### src/rtl/serial_sub_8.sv
// Bit-serial, LSB-first subtractor: {bout, d} = a - b - bin over WIDTH cycles.
// One registered borrow flop replaces the combinational borrow chain.
module serial_sub_8 #(
  parameter int unsigned WIDTH = 8
) (
  input  logic             clk,
  input  logic             rst_n,
  input  logic             start,
  input  logic [WIDTH-1:0] a,
  input  logic [WIDTH-1:0] b,
  input  logic             bin,
  output logic             busy,
  output logic             done,
  output logic [WIDTH-1:0] d,
  output logic             bout
);

  localparam int unsigned CW = (WIDTH > 1) ? $clog2(WIDTH) : 1;

  typedef enum logic [1:0] {
    S_IDLE = 2'd0,
    S_RUN  = 2'd1,
    S_DONE = 2'd2
  } state_t;

  state_t           state_q, state_d;
  logic [WIDTH-1:0] sa_q, sa_d;
  logic [WIDTH-1:0] sb_q, sb_d;
  logic [WIDTH-1:0] sr_q, sr_d;
  logic [WIDTH-1:0] d_q, d_d;
  logic             brw_q, brw_d;
  logic             bout_q, bout_d;
  logic [CW-1:0]    cnt_q, cnt_d;

  logic             diff;
  logic             brw_nxt;
  logic [WIDTH-1:0] sr_shift;

  always_comb begin
    diff     = sa_q[0] ^ sb_q[0] ^ brw_q;
    brw_nxt  = (~sa_q[0] & sb_q[0]) | (~(sa_q[0] ^ sb_q[0]) & brw_q);
    sr_shift = {diff, sr_q[WIDTH-1:1]};

    state_d = state_q;
    sa_d    = sa_q;
    sb_d    = sb_q;
    sr_d    = sr_q;
    brw_d   = brw_q;
    cnt_d   = cnt_q;
    d_d     = d_q;
    bout_d  = bout_q;

    case (state_q)
      S_IDLE, S_DONE: begin
        if (start) begin
          sa_d    = a;
          sb_d    = b;
          brw_d   = bin;
          sr_d    = '0;
          cnt_d   = '0;
          state_d = S_RUN;
        end else begin
          state_d = S_IDLE;
        end
      end
      S_RUN: begin
        sa_d  = sa_q >> 1;
        sb_d  = sb_q >> 1;
        brw_d = brw_nxt;
        sr_d  = sr_shift;
        cnt_d = cnt_q + CW'(1);
        // Final bit: publish result directly from the shift input so d never sees partials.
        if (cnt_q == CW'(WIDTH - 1)) begin
          d_d     = sr_shift;
          bout_d  = brw_nxt;
          cnt_d   = '0;
          state_d = S_DONE;
        end
      end
      default: state_d = S_IDLE;
    endcase
  end

  always_ff @(posedge clk) begin
    if (!rst_n) begin
      state_q <= S_IDLE;
      sa_q    <= '0;
      sb_q    <= '0;
      sr_q    <= '0;
      brw_q   <= 1'b0;
      cnt_q   <= '0;
      d_q     <= '0;
      bout_q  <= 1'b0;
    end else begin
      state_q <= state_d;
      sa_q    <= sa_d;
      sb_q    <= sb_d;
      sr_q    <= sr_d;
      brw_q   <= brw_d;
      cnt_q   <= cnt_d;
      d_q     <= d_d;
      bout_q  <= bout_d;
    end
  end

  assign busy = (state_q == S_RUN);
  assign done = (state_q == S_DONE);
  assign d    = d_q;
  assign bout = bout_q;

endmodule

### config.mk
export PLATFORM = sky130hd
export DESIGN_NAME = serial_sub_8
export DESIGN_NICKNAME = d
export VERILOG_FILES = /design/src/rtl/serial_sub_8.sv
export SDC_FILE = /design/constraint.sdc
export NUM_CORES = 1
export LEC_CHECK = 0
export CORE_MARGIN = 3
export CORE_UTILIZATION = 50
export DETAILED_ROUTE_END_ITERATION = 10
export PLACE_DENSITY = 0.78
export SLEW_MARGIN = 20
export SYNTH_ARGS = -nofsm -noshare
export SYNTH_HDL_FRONTEND = slang
export SYNTH_SLANG_ARGS = --single-unit
### constraint.sdc
create_clock -name clk -period 1.7 [get_ports clk]
set_input_delay 0.425 -clock clk [delete_from_list [all_inputs] [get_ports clk]]
set_output_delay 0.425 -clock clk [all_outputs]
set_load 0.02 [all_outputs]
======== Word level (Yosys, flattened, before mapping) ========
Index checks and enable logic that the tools add are counted.
storage, ports and cells
  register bits after elaboration ......... 39
  logic and storage cells ................. 40
cells by class
  muxes and demuxes ....................... 14
  bitwise logic cells ..................... 7
  $add $sub $neg .......................... 1
  equal/unequal tests ..................... 5
  reductions and logical operators ........ 5
operator list
  cell                 count
  $pmux 8 s2           3
  $mux 8               3
  $mux 3               2
  $pmux 3 s2           1
  $pmux 2 s2           1
  $reduce_and 2->1     2
  $add 3x1->3 const B  1
  $eq 3x3->1 const B   1
  $and 1x1->1          2
  $eq 2x1->1 const B   1
  $eq 2x2->1 const B   1
  $logic_not 2->1      1
  $mux 1               2
  $mux 2               1
  $ne 2x1->1 const B   1
  $ne 2x2->1 const B   1
  $not 1->1            2
  $pmux 1 s2           1
  $reduce_bool 2->1    1
  $reduce_or 2->1      1
  $xor 1x1->1          2
  $or 1x1->1           1

======== Longest topological paths before layout ========
Gate-level depths: netlist (run 1).
  depth after elaboration ................. 5
  gate-level depth with buffers ........... 6
  depth with buffers taken out ............ 5

======== Least setup slack after synthesis (run 1) ========
Ideal clock, no wire load.
  path kind ............................... reg2reg
  from .................................... reg cnt_q[0]
  to ...................................... reg state_q[0]
  buffers on the path ..................... 1
  arrival ................................. 1.167 ns
  library setup time ...................... 0.128 ns
  required time ........................... 1.572 ns
  stages on the path, launching flop included .. 6
  slack ................................... 0.405 ns
  cell sequence ........................... dfxtp_1 -> ha_1 -> ha_1 -> buf_1 -> o21a_1 -> nor2_1
between the ends
  cells in the longest elaborated chain, start to end .. 2
ends and longest elaborated chain
  what                         line  source
  start, declared              33    logic [CW-1:0] cnt_q, cnt_d;
  start signal, assigned       100   cnt_q <= cnt_d;
  $eq 3x3->1                   73    if (cnt_q == CW'(WIDTH - 1)) begin
  $ne 2x1->1 (no source line)  -
  end signal, assigned         95    state_q <= state_d;
  end, declared                26    state_t state_q, state_d;
Every way passes these cells.
A chain may end at the register's enable or synchronous reset.

======== Worst setup path in the final report (run 1) ========
  from .................................... reg state_q[1]
  to ...................................... out busy
between the ends
  cells in the longest elaborated chain, start to end .. 1
ends and longest elaborated chain
  what           line  source
  $eq 2x1->1     106   assign busy = (state_q == S_RUN);
  end, declared  12    output logic busy,
Every way passes these cells.

==> insert_results.sql, run 1 <==
INSERT INTO impl_metrics (metric_group, metric, value, unit) VALUES
('sta', 'final_hold_viol_count', '0', ''),
('grt', 'globalRouteMet2Util', '0.3468', ''),
('die', 'num_rows', '19', ''),
('routing', 'dr.first_iter.drc_count', '109', ''),
('routing', 'avgViaCountPerCell', '5.680', ''),
('grt', 'grt_first_pass_wirelength', '5.706', 'mm'),
('logic_synthesis', 'synthesis.nets', '213', ''),
('grt', 'overflow', '0', ''),
('run', 'maxCapViolations', '0', ''),
('logic_synthesis', 'ys_ff_latch', '38', ''),
('sta', 'grt_setup_unrepaired', 'false', ''),
('setup_path', 'critPathArrivalTime', '1.18', 'ns'),
('clocking', 'clock_sinks', '38', ''),
('routing', 'dr.pass1.iters', '5', ''),
('setup_path', 'critical_path.startpoint_type', 'flip-flop', ''),
('logic_synthesis', 'yosys.area.top_type_share', '0.4911', ''),
('cells_and_area', 'synthToLayoutAreaGrowth', '23.51', '%'),
('pwr', 'leakage_component_of_the_power', '0.7298', 'nW'),
('grt', 'global_route.usage.met1', '0.2442', ''),
('cells_and_area', 'finish.net_count', '242', ''),
('logic_synthesis', 'yosys_warnings', '0', ''),
('routing', 'detail_route.wirelength', '3.385', 'mm'),
('logic_synthesis', 'synth.area.top_cells', 'sky130_fd_sc_hd__dfxtp_1 (49%), sky130_fd_sc_hd__nand2_1 (11%), sky130_fd_sc_hd__a21oi_1 (6.5%)', ''),
('pwr', 'power.density', '851.1', 'nW/um^2'),
('clocking', 'insertion_delay_of_the_later_clocked_pin_in_the_worst_skew_pair', '0.34', 'ns'),
('cells_and_area', 'layout_cell_area_excl_fill', '1913', 'um^2'),
('routing', 'avgRoutedWirePerCell', '13.54', 'um'),
('sta', 'timing.final.setup_violations', '0', ''),
('grt', 'grt_max_degree', '44', ''),
('clocking', 'ctsRootBufferMaster', 'sky130_fd_sc_hd__clkbuf_4', ''),
('worst_hold_path', 'hold_path_class', 'flip-flop to flip-flop', ''),
('routing', 'dr_total_vias', '1420', ''),
('grt', 'grt_antenna_before_repair', '0', ''),
('logic_synthesis', 'synth.cell_area', '1549', 'um^2'),
('outcome', 'run_status', 'complete, no violations', ''),
('placed_design', 'post_dp_cell_area', '1871', 'um^2'),
('routing', 'drc', '0', ''),
('placed_design', 'place_hpwl', '2.338', 'mm'),
('clocking', 'clkSlewWorstSetupHoldPaths', '0.10', 'ns'),
('logic_synthesis', 'netlist-cell-type-count', '24', ''),
('sta', 'fin_worst_skew', '0.002239', 'ns'),
('logic_synthesis', 'synth.largest_area_cell', 'sky130_fd_sc_hd__dfxtp_1', ''),
('sta', 'max_freq', '622.7', 'MHz'),
('setup_path', 'path_max_fanout', '4', ''),
('die', 'start_util', '0.5430', ''),
('setup_path', 'worst-endpoint-required', '1.27', 'ns'),
('die', 'die_width', '61.66', 'um'),
('clocking', 'cts_max_path_buffers', '2', ''),
('sta', 'max_slew_margin', '0.7510', ''),
('logic_synthesis', 'post_synth_inst_count', '190', ''),
('die', 'core', '2853', 'um^2'),
('sta', 'worst_slew_pin_slew', '0.3735', 'ns'),
('clocking', 'cts_tree', 'yes', ''),
('die', 'die_height', '61.66', 'um'),
('grt', 'first_global_vias', '1328', ''),
('sta', 'part_of_the_cycle_the_worst_path_needs', '0.9447', ''),
('setup_path', 'r2r_setup_slack', '0.27', 'ns'),
('placed_design', 'place_congestion', '0.7649', ''),
('grt', 'gr-usage-met3', '0.06289', ''),
('sta', 'tns', '0', 'ns'),
('die', 'die_area', '3802', 'um^2'),
('sta', 'timing.final.crit_period', '1.606', 'ns'),
('cells_and_area', 'final_layout_size_suffix_gt1_frac', '0.08676', ''),
('cells_and_area', 'antenna-diode-count', '0', ''),
('sta', 'fin_ws', '0.09408', 'ns'),
('grt', 'gr-usage-all-layers', '0.2074', ''),
('setup_path', 'criticalPathCategory', 'flip-flop to output pin', ''),
('logic_synthesis', 'synth.yosys.seq_area_share', '0.4911', ''),
('routing', 'post_detailed_route_count_of_antenna_violating_nets', '0', ''),
('die', 'design.portCount', '31', ''),
('placed_design', 'io_buffer_count', '30', ''),
('clocking', 'cts-htree-levels', '2', ''),
('sta', 'slew_viol_final', '0', ''),
('grt', 'grt.busiest_layer', 'met2', ''),
('placed_design', 'pre_cts_slack', '0.1071', 'ns'),
('logic_synthesis', 'syn-mean-instance-area', '8.153', 'um^2'),
('pwr', 'largest_voltage_drop_on_the_vdd_net', '0.5171', 'mV'),
('clocking', 'cts_inserted_buffers', '5', ''),
('pwr', 'total_power', '1.628', 'mW'),
('setup_path', 'worst_setup_end_kind', 'output pin', '');
[routing by layer]
layer,up-vias,wire [um]
met2,32,1720
met4,0,68
li1,706,-
met5,-,0
met3,7,169
met1,675,1426
[cells in the final DEF (no fill, tap or decap), types with 2 or more instances in the layout]
| cell | instances |
|---|---|
| sky130_fd_sc_hd__nor2b_1 | 2 |
| sky130_fd_sc_hd__clkdlybuf4s50_1 | 19 |
| sky130_fd_sc_hd__dfxtp_2 | 2 |
| sky130_fd_sc_hd__a21oi_1 | 20 |
| sky130_fd_sc_hd__nand3_1 | 20 |
| sky130_fd_sc_hd__ha_1 | 2 |
| sky130_fd_sc_hd__a31oi_1 | 15 |
| sky130_fd_sc_hd__buf_4 | 7 |
| sky130_fd_sc_hd__clkbuf_1 | 2 |
| sky130_fd_sc_hd__nand2_1 | 46 |
| sky130_fd_sc_hd__dfxtp_1 | 36 |
| sky130_fd_sc_hd__nor2_1 | 3 |
| sky130_fd_sc_hd__inv_1 | 3 |
| sky130_fd_sc_hd__nand3b_1 | 2 |
| sky130_fd_sc_hd__o21ai_0 | 14 |
| sky130_fd_sc_hd__dlygate4sd2_1 | 10 |
| sky130_fd_sc_hd__clkbuf_4 | 5 |
[cells in the mapped netlist]
library cell                count
sky130_fd_sc_hd__nand2_1       46
sky130_fd_sc_hd__dfxtp_1       38
sky130_fd_sc_hd__a21oi_1       20
sky130_fd_sc_hd__nand3_1       20
sky130_fd_sc_hd__a31oi_1       15
sky130_fd_sc_hd__o21ai_0       14
sky130_fd_sc_hd__buf_2          6
sky130_fd_sc_hd__buf_4          4
sky130_fd_sc_hd__clkbuf_1       4
sky130_fd_sc_hd__inv_1          3
sky130_fd_sc_hd__nor2_1         3
sky130_fd_sc_hd__ha_1           2
sky130_fd_sc_hd__nand2b_1       2
sky130_fd_sc_hd__nand3b_1       2
sky130_fd_sc_hd__nor2b_1        2
sky130_fd_sc_hd__a21oi_2        1
sky130_fd_sc_hd__a2bb2oi_1      1
sky130_fd_sc_hd__a311oi_2       1
sky130_fd_sc_hd__buf_1          1
sky130_fd_sc_hd__buf_6          1
sky130_fd_sc_hd__clkinv_2       1
sky130_fd_sc_hd__fa_1           1
sky130_fd_sc_hd__nor4b_1        1
sky130_fd_sc_hd__o21a_1         1
[final cells by class]
type	instances	area, um^2
inverters	4	16.27
multi-input cells	132	689.4
flip-flops and latches	38	763.2
repair buffers	38	360.3
fillers	241	939.7
clock buffers	7	45.04
well taps	31	38.79
[kinds of logic after synthesis]
logic type	share of synthesized area
adder cells (fa/ha/maj)	0.02908
flip-flops	0.4911
AO/OA/AOI/OAI	0.1963
AND/OR/NAND/NOR	0.2149
buffers and inverters	0.06865
[worst paths after layout]
check / to / cells after the start / start
setup / recovery: busy / 3 / state_q[1]$_SDFFE_PN0P_
hold / removal: d[4]$_SDFFE_PN0P_ / 2 / d[4]$_SDFFE_PN0P_
setup reg to reg: cnt_q[0]$_SDFFE_PN0P_ / 6 / cnt_q[0]$_SDFFE_PN0P_
hold reg to reg: d[4]$_SDFFE_PN0P_ / 2 / d[4]$_SDFFE_PN0P_
[report_power, final]
group          switching, mW  leakage, nW  internal, mW
Combinational          0.128        0.393         0.110
Clock                  0.273       0.0254         0.156
Sequential            0.0262        0.311         0.935
[sequential cells by signal (all words and copies together) (netlist names)]
register	flops
bout	1
brw_q	1
cnt_q	3
d	8
sa_q	8
sb_q	8
sr_q	7
state_q	2
[stage by stage]
| stage | hold slack [ns] | std cells | util |
|---|---|---|---|
| detailed placement | 0.4499 | 243 | 0.6557 |
| floorplan | 0.4438 | 190 | - |
| finish | 0.4613 | 250 | 0.6706 |
| global placement | 0.4480 | 243 | 0.6557 |
| global route | 0.4852 | 250 | 0.6706 |
| CTS | 0.4631 | 250 | 0.6693 |
[worst max-delay path, stage by stage (launching register included)]
cell,delay [ns]
sky130_fd_sc_hd__dfxtp_2,0.36
sky130_fd_sc_hd__nand2b_4,0.14
sky130_fd_sc_hd__clkinv_2,0.06
sky130_fd_sc_hd__clkdlybuf4s15_1,0.28
[repair_timing]
item,4_1_cts,5_1_grt
pin swaps,0,0
hold buffers,0,0
setup buffers,0,0
cloned,0,0
resized for setup,12,3
setup endpoints to repair,11,1
No activity file was read; power rests on OpenSTA's default activity.
==> inputs of run 2 (changes only) <==
CORE_MARGIN = 8   (was 3)
==> insert_results.sql, run 2 (synthesized netlist as in run 1, its figures left out) <==
INSERT INTO impl_metrics (metric_group, metric, value, unit) VALUES
('outcome', 'run_status', 'complete, no violations', ''),
('setup_path', 'worst_r2r_startpoint', 'cnt_q[0]$_SDFFE_PN0P_', ''),
('cells_and_area', 'mostFrequentLayoutCell', 'sky130_fd_sc_hd__nand2_1', ''),
('routing', 'detail_route.wirelength', '3.482', 'mm'),
('clocking', 'cts_max_path_buffers', '2', ''),
('sta', 'final_hold_viol_count', '0', ''),
('setup_path', 'crit_path_cell_trace', 'nor2b_1 -> dlygate4sd2_1', ''),
('setup_path', 'critical_path.startpoint_type', 'flip-flop', ''),
('pwr', 'largest_voltage_drop_on_the_vdd_net', '0.6992', 'mV'),
('clocking', 'hold_buffers', '0', ''),
('die', 'die_width', '71.66', 'um'),
('placed_design', 'place_congestion', '0.7489', ''),
('setup_path', 'r2r_setup_slack', '0.28', 'ns'),
('sta', 'tns', '0', 'ns'),
('sta', 'max_slew_margin', '0.7456', ''),
('clocking', 'ctsRootBufferMaster', 'sky130_fd_sc_hd__clkbuf_4', ''),
('cells_and_area', 'antenna-diode-count', '0', ''),
('placed_design', 'post_dp_cell_area', '1881', 'um^2'),
('clocking', 'postCtsSetupBuffers', '0', ''),
('grt', 'first_global_vias', '1318', ''),
('setup_path', 'timing.critical_path.slowest_stage_cell', 'sky130_fd_sc_hd__dfxtp_1', ''),
('pwr', 'power.density', '910.4', 'nW/um^2'),
('clocking', 'cts-htree-levels', '2', ''),
('clocking', 'clock_sinks', '38', ''),
('clocking', 'cts_inserted_buffers', '5', ''),
('placed_design', 'io_buffer_count', '30', ''),
('sta', 'fin_worst_skew', '0.004036', 'ns'),
('sta', 'fin_ws', '0.08929', 'ns'),
('routing', 'avgRoutedWirePerCell', '13.71', 'um'),
('setup_path', 'cpPeakStageDelay', '0.38', 'ns'),
('clocking', 'post_cts.resized_instances', '12', ''),
('setup_path', 'criticalPathCategory', 'flip-flop to output pin', ''),
('sta', 'timing.final.setup_violations', '0', ''),
('clocking', 'clkSlewWorstSetupHoldPaths', '0.11', 'ns'),
('worst_hold_path', 'hold_path_startpoint', 'd[6]$_SDFFE_PN0P_', ''),
('grt', 'grt_antenna_before_repair', '0', ''),
('die', 'design.portCount', '31', ''),
('die', 'die_height', '71.66', 'um'),
('routing', 'dr_total_vias', '1392', ''),
('setup_path', 'worst_setup_end_kind', 'output pin', ''),
('worst_hold_path', 'worst_hold_end', 'd[6]$_SDFFE_PN0P_', ''),
('setup_path', 'regToRegEndpoint', 'd[7]$_SDFFE_PN0P_', ''),
('run', 'maxCapViolations', '0', ''),
('die', 'start_util', '0.5158', ''),
('setup_path', 'worst-endpoint-required', '1.27', 'ns'),
('routing', 'drc', '0', ''),
('placed_design', 'pre_cts_slack', '0.1118', 'ns'),
('sta', 'max_freq', '620.8', 'MHz'),
('die', 'num_rows', '20', ''),
('sta', 'grt_setup_unrepaired', 'false', ''),
('cells_and_area', 'fillers', '274', ''),
('die', 'die_area', '5135', 'um^2'),
('clocking', 'insertion_delay_of_the_later_clocked_pin_in_the_worst_skew_pair', '0.34', 'ns'),
('setup_path', 'worst_r2r_path_cells', '5', ''),
('sta', 'part_of_the_cycle_the_worst_path_needs', '0.9475', ''),
('grt', 'overflow', '0', ''),
('cells_and_area', 'final_cell_mix', 'sky130_fd_sc_hd__nand2_1 (46), sky130_fd_sc_hd__dfxtp_1 (37), sky130_fd_sc_hd__nand3_1 (20), sky130_fd_sc_hd__a21oi_1 (20), sky130_fd_sc_hd__clkdlybuf4s50_1 (19)', ''),
('cells_and_area', 'finish.net_count', '243', ''),
('grt', 'grt_max_degree', '44', ''),
('pwr', 'leakage_component_of_the_power', '0.7519', 'nW'),
('clocking', 'cts_tree', 'yes', ''),
('routing', 'dr.pass1.iters', '4', ''),
('routing', 'dr.first_iter.drc_count', '137', ''),
('cells_and_area', 'final_layout_size_suffix_gt1_frac', '0.09955', ''),
('die', 'core', '3003', 'um^2'),
('sta', 'slew_viol_final', '0', ''),
('cells_and_area', 'synthToLayoutAreaGrowth', '25.44', '%'),
('setup_path', 'path_max_fanout', '4', ''),
('placed_design', 'place_hpwl', '2.379', 'mm'),
('sta', 'timing.final.crit_period', '1.611', 'ns'),
('grt', 'grt_first_pass_wirelength', '5.816', 'mm'),
('setup_path', 'cp_top_family', 'flip-flops', ''),
('routing', 'post_detailed_route_count_of_antenna_violating_nets', '0', ''),
('worst_hold_path', 'hold_path_class', 'flip-flop to flip-flop', ''),
('cells_and_area', 'final_core_utilization', '0.6471', ''),
('routing', 'avgViaCountPerCell', '5.480', ''),
('sta', 'worst_slew_pin_slew', '0.3805', 'ns'),
('worst_hold_path', 'worst_hold_path.num_cells', '2', ''),
('setup_path', 'critPathArrivalTime', '1.19', 'ns'),
('setup_path', 'critical_path_buf_inv_count', '1', ''),
('grt', 'gr-usage-all-layers', '0.1422', ''),
('cells_and_area', 'layout_cell_area_excl_fill', '1943', 'um^2');
run 2: cell types whose count changed in the layout (fill, tap and decap cells not counted), sizes merged:
cell	before	now
clkbuf	7	9
buf	8	9
clkdlybuf4s15	1	0
run 2: final cells by class:
class                      count  area [um^2]  area share
tap                           33        41.29     0.02125
multi-input combinational    132        681.9      0.3509
clock buffer                   8        78.83     0.04057
timing repair buffer          39        362.8      0.1867
inverter                       4        16.27    0.008371
sequential                    38        762.0      0.3921
run 2: how the worst max path moves through the flow:
stage	start	endpoint	cells after the start
after global routing	state_q[1]$_SDFFE_PN0P_	done	2
after global placement	state_q[0]$_SDFFE_PN0P_	busy	3
final	state_q[1]$_SDFFE_PN0P_	done	2
after CTS	state_q[0]$_SDFFE_PN0P_	busy	3
after floorplan	cnt_q[0]$_SDFFE_PN0P_	state_q[0]$_SDFFE_PN0P_	5
after detailed placement	state_q[0]$_SDFFE_PN0P_	busy	3
run 2: worst register-to-register path: stages (launching register included):
cell and delay (ns):
sky130_fd_sc_hd__dfxtp_1 0.35, sky130_fd_sc_hd__ha_1 0.21, sky130_fd_sc_hd__ha_1 0.22, sky130_fd_sc_hd__nand3b_1 0.32
sky130_fd_sc_hd__nand2_1 0.10, sky130_fd_sc_hd__a21oi_1 0.16
run 2: per-stage QoR:
stage / std cells / power (mW) / hold WS, ns
4_1_cts: 254 / 1.782 / 0.4575
6_report: 254 / 1.769 / 0.4558
2_1_floorplan: 190 / 1.128 / 0.4438
5_1_grt: 254 / 1.849 / 0.4766
3_3_place_gp: 246 / 1.204 / 0.4401
3_5_place_dp: 246 / 1.216 / 0.4453
run 2: where the power goes:
| part | total (mW) | internal, mW | switching (mW) |
|---|---|---|---|
| clock network | 0.572 | 0.283 | 0.289 |
| registers | 0.961 | 0.935 | 0.0260 |
| logic | 0.237 | 0.109 | 0.128 |
| total | 1.77 | 1.33 | 0.442 |
run 2: layer usage:
layer | vias to the layer above | wire length, um | global-route usage
met4 | 0 | 50 | 0.05442
li1 | 710 | - | -
met3 | 6 | 179 | 0.05439
met5 | - | 0 | 0
met2 | 33 | 1718 | 0.2419
met1 | 643 | 1534 | 0.1556
==> inputs of run 3 (changes only) <==
PLACE_DENSITY = 0.86   (was 0.78)
==> insert_results.sql, run 3 (synthesized netlist as in run 1, its figures left out) <==
INSERT INTO impl_metrics (metric_group, metric, value, unit) VALUES
('outcome', 'run_status', 'complete, no violations', ''),
('worst_hold_path', 'hold_path_class', 'flip-flop to flip-flop', ''),
('setup_path', 'criticalPathCategory', 'flip-flop to output pin', ''),
('cells_and_area', 'antenna-diode-count', '0', ''),
('sta', 'tns', '0', 'ns'),
('clocking', 'cts-htree-levels', '2', ''),
('clocking', 'insertion_delay_of_the_later_clocked_pin_in_the_worst_skew_pair', '0.35', 'ns'),
('sta', 'final_hold_viol_count', '0', ''),
('placed_design', 'io_buffer_count', '30', ''),
('sta', 'part_of_the_cycle_the_worst_path_needs', '0.9395', ''),
('clocking', 'cts_inserted_buffers', '5', ''),
('pwr', 'p_comb_frac', '0.116', ''),
('run', 'maxCapViolations', '0', ''),
('setup_path', 'critical_path.startpoint_type', 'flip-flop', ''),
('die', 'design.portCount', '31', ''),
('setup_path', 'crit_path_cell_trace', 'nor2b_1 -> clkdlybuf4s15_1', ''),
('sta', 'grt_setup_unrepaired', 'false', ''),
('cells_and_area', 'final_cell_mix', 'sky130_fd_sc_hd__nand2_1 (46), sky130_fd_sc_hd__dfxtp_1 (37), sky130_fd_sc_hd__nand3_1 (20), sky130_fd_sc_hd__a21oi_1 (20), sky130_fd_sc_hd__clkdlybuf4s50_1 (19)', ''),
('sta', 'worst_hold_slack', '0.4563', 'ns'),
('grt', 'grt_max_degree', '44', ''),
('die', 'die_area', '5135', 'um^2'),
('pwr', 'total_switching_power', '0.4593', 'mW'),
('routing', 'drc', '0', ''),
('clocking', 'clkSlewWorstSetupHoldPaths', '0.11', 'ns'),
('sta', 'slew_viol_final', '0', ''),
('die', 'die_height', '71.66', 'um'),
('setup_path', 'path_max_fanout', '4', ''),
('pwr', 'p_seq_frac', '0.490', ''),
('pwr', 'power.clock.fraction', '0.394', ''),
('grt', 'grt_antenna_before_repair', '0', ''),
('sta', 'max_freq', '626.1', 'MHz'),
('die', 'die_width', '71.66', 'um'),
('cells_and_area', 'fillers', '277', ''),
('pwr', 'p_sw_frac', '0.2345', ''),
('clocking', 'cts_tree', 'yes', ''),
('grt', 'gr-usage-all-layers', '0.1328', ''),
('routing', 'dr_total_vias', '1373', ''),
('sta', 'timing.final.crit_period', '1.597', 'ns'),
('die', 'core', '3003', 'um^2'),
('setup_path', 'worst_setup_end_kind', 'output pin', ''),
('setup_path', 'worst-endpoint-required', '1.27', 'ns'),
('sta', 'worst_slew_pin_slew', '0.3689', 'ns'),
('clocking', 'cts_max_path_buffers', '2', ''),
('routing', 'dr.first_iter.drc_count', '142', ''),
('placed_design', 'place_hpwl', '2.182', 'mm'),
('pwr', 'leakage_component_of_the_power', '0.7538', 'nW'),
('sta', 'timing.final.setup_violations', '0', ''),
('clocking', 'hold_buffers', '0', ''),
('clocking', 'post_cts.resized_instances', '12', ''),
('setup_path', 'cpPeakStageDelay', '0.37', 'ns'),
('setup_path', 'critPathArrivalTime', '1.17', 'ns'),
('pwr', 'largest_voltage_drop_on_the_vdd_net', '0.6105', 'mV'),
('routing', 'post_detailed_route_count_of_antenna_violating_nets', '0', ''),
('sta', 'fin_worst_skew', '0.008975', 'ns'),
('cells_and_area', 'mostFrequentLayoutCell', 'sky130_fd_sc_hd__nand2_1', ''),
('clocking', 'clock_sinks', '38', ''),
('clocking', 'postCtsSetupBuffers', '0', ''),
('cells_and_area', 'finish.net_count', '243', ''),
('grt', 'grt_first_pass_wirelength', '5.499', 'mm'),
('die', 'num_rows', '20', ''),
('routing', 'dr.pass1.iters', '4', ''),
('cells_and_area', 'synthToLayoutAreaGrowth', '26.49', '%'),
('pwr', 'power.density', '999.7', 'nW/um^2'),
('routing', 'avgRoutedWirePerCell', '12.55', 'um'),
('clocking', 'ctsRootBufferMaster', 'sky130_fd_sc_hd__clkbuf_4', ''),
('pwr', 'internal_power', '1.499', 'mW'),
('cells_and_area', 'final_layout_size_suffix_gt1_frac', '0.09955', ''),
('die', 'start_util', '0.5158', ''),
('routing', 'avgViaCountPerCell', '5.406', ''),
('grt', 'overflow', '0', ''),
('grt', 'first_global_vias', '1249', ''),
('sta', 'max_slew_margin', '0.7541', ''),
('setup_path', 'timing.critical_path.slowest_stage_cell', 'sky130_fd_sc_hd__dfxtp_1', ''),
('routing', 'detail_route.wirelength', '3.187', 'mm'),
('placed_design', 'place_congestion', '0.7094', '');
-- run 3: changes by cell type in the layout (fill, tap and decap cells not counted), sizes merged --
cell and delta:
clkbuf -3, clkdlybuf4s15 +1, clkinv +1, dlygate4sd2 -1, bufinv +2
-- run 3: worst max-delay path: cells and delay by family (launching register included) --
kind	cells	cell delay, ns
and+or+nand+nor	1	0.15
DFF	1	0.37
buffers and inverters	1	0.31
-- run 3: power groups by stage --
| stage | Combinational [mW] | Clock, mW | Sequential, mW |
|---|---|---|---|
| 2_1_floorplan | 0.155 | 0 | 0.972 |
| 3_3_place_gp | 0.225 | 0 | 0.977 |
| 3_5_place_dp | 0.228 | 0 | 0.978 |
| 4_1_cts | 0.230 | 0.787 | 0.958 |
| 5_1_grt | 0.253 | 0.830 | 0.965 |
| 6_report | 0.228 | 0.772 | 0.959 |
-- run 3: path summary, 6_finish.rpt --
kind                           start  depth (start not counted)           endpoint  slack (ns)
max          state_q[1]$_SDFFE_PN0P_                          2               done        0.10
min                d[6]$_SDFFE_PN0P_                          2  d[6]$_SDFFE_PN0P_        0.46
min reg2reg        d[6]$_SDFFE_PN0P_                          2  d[6]$_SDFFE_PN0P_        0.46
max reg2reg    cnt_q[0]$_SDFFE_PN0P_                          5  d[7]$_SDFFE_PN0P_        0.35
-- run 3: layout make-up --
class                   instances  area [um^2]  share of cell area
clock buffers                   5        37.54             0.01916
clock inverters                 3        68.82             0.03512
inverters                       4        16.27            0.008301
multi-input cells             132        681.9              0.3480
flip-flops and latches         38        762.0              0.3889
well taps                      33        41.29             0.02107
repair buffers                 39        351.6              0.1794
-- run 3: per-layer routing --
layer	share of wire	vias to the layer above	track usage	wire length [um]
met2	0.46	38	0.2186	1467
li1	-	711	-	-
met4	0.019	0	0.06122	61
met3	0.073	7	0.05718	232
met5	0	-	0	0
met1	0.45	617	0.1434	1425
-- run 3: metrics by stage --
| step | instance area [um^2] | utilization | std cells | total power, mW | worst slack, ns |
|---|---|---|---|---|---|
| 2_1_floorplan | 1549 | - | 190 | 1.128 | 0.4053 |
| 3_3_place_gp | 1868 | 0.6221 | 246 | 1.202 | 0.1409 |
| 3_5_place_dp | 1868 | 0.6221 | 246 | 1.206 | 0.1087 |
| 4_1_cts | 1962 | 0.6533 | 254 | 1.974 | 0.004223 |
| 5_1_grt | 1959 | 0.6525 | 254 | 2.049 | 0.01738 |
| 6_report | 1959 | 0.6525 | 254 | 1.959 | 0.1028 |
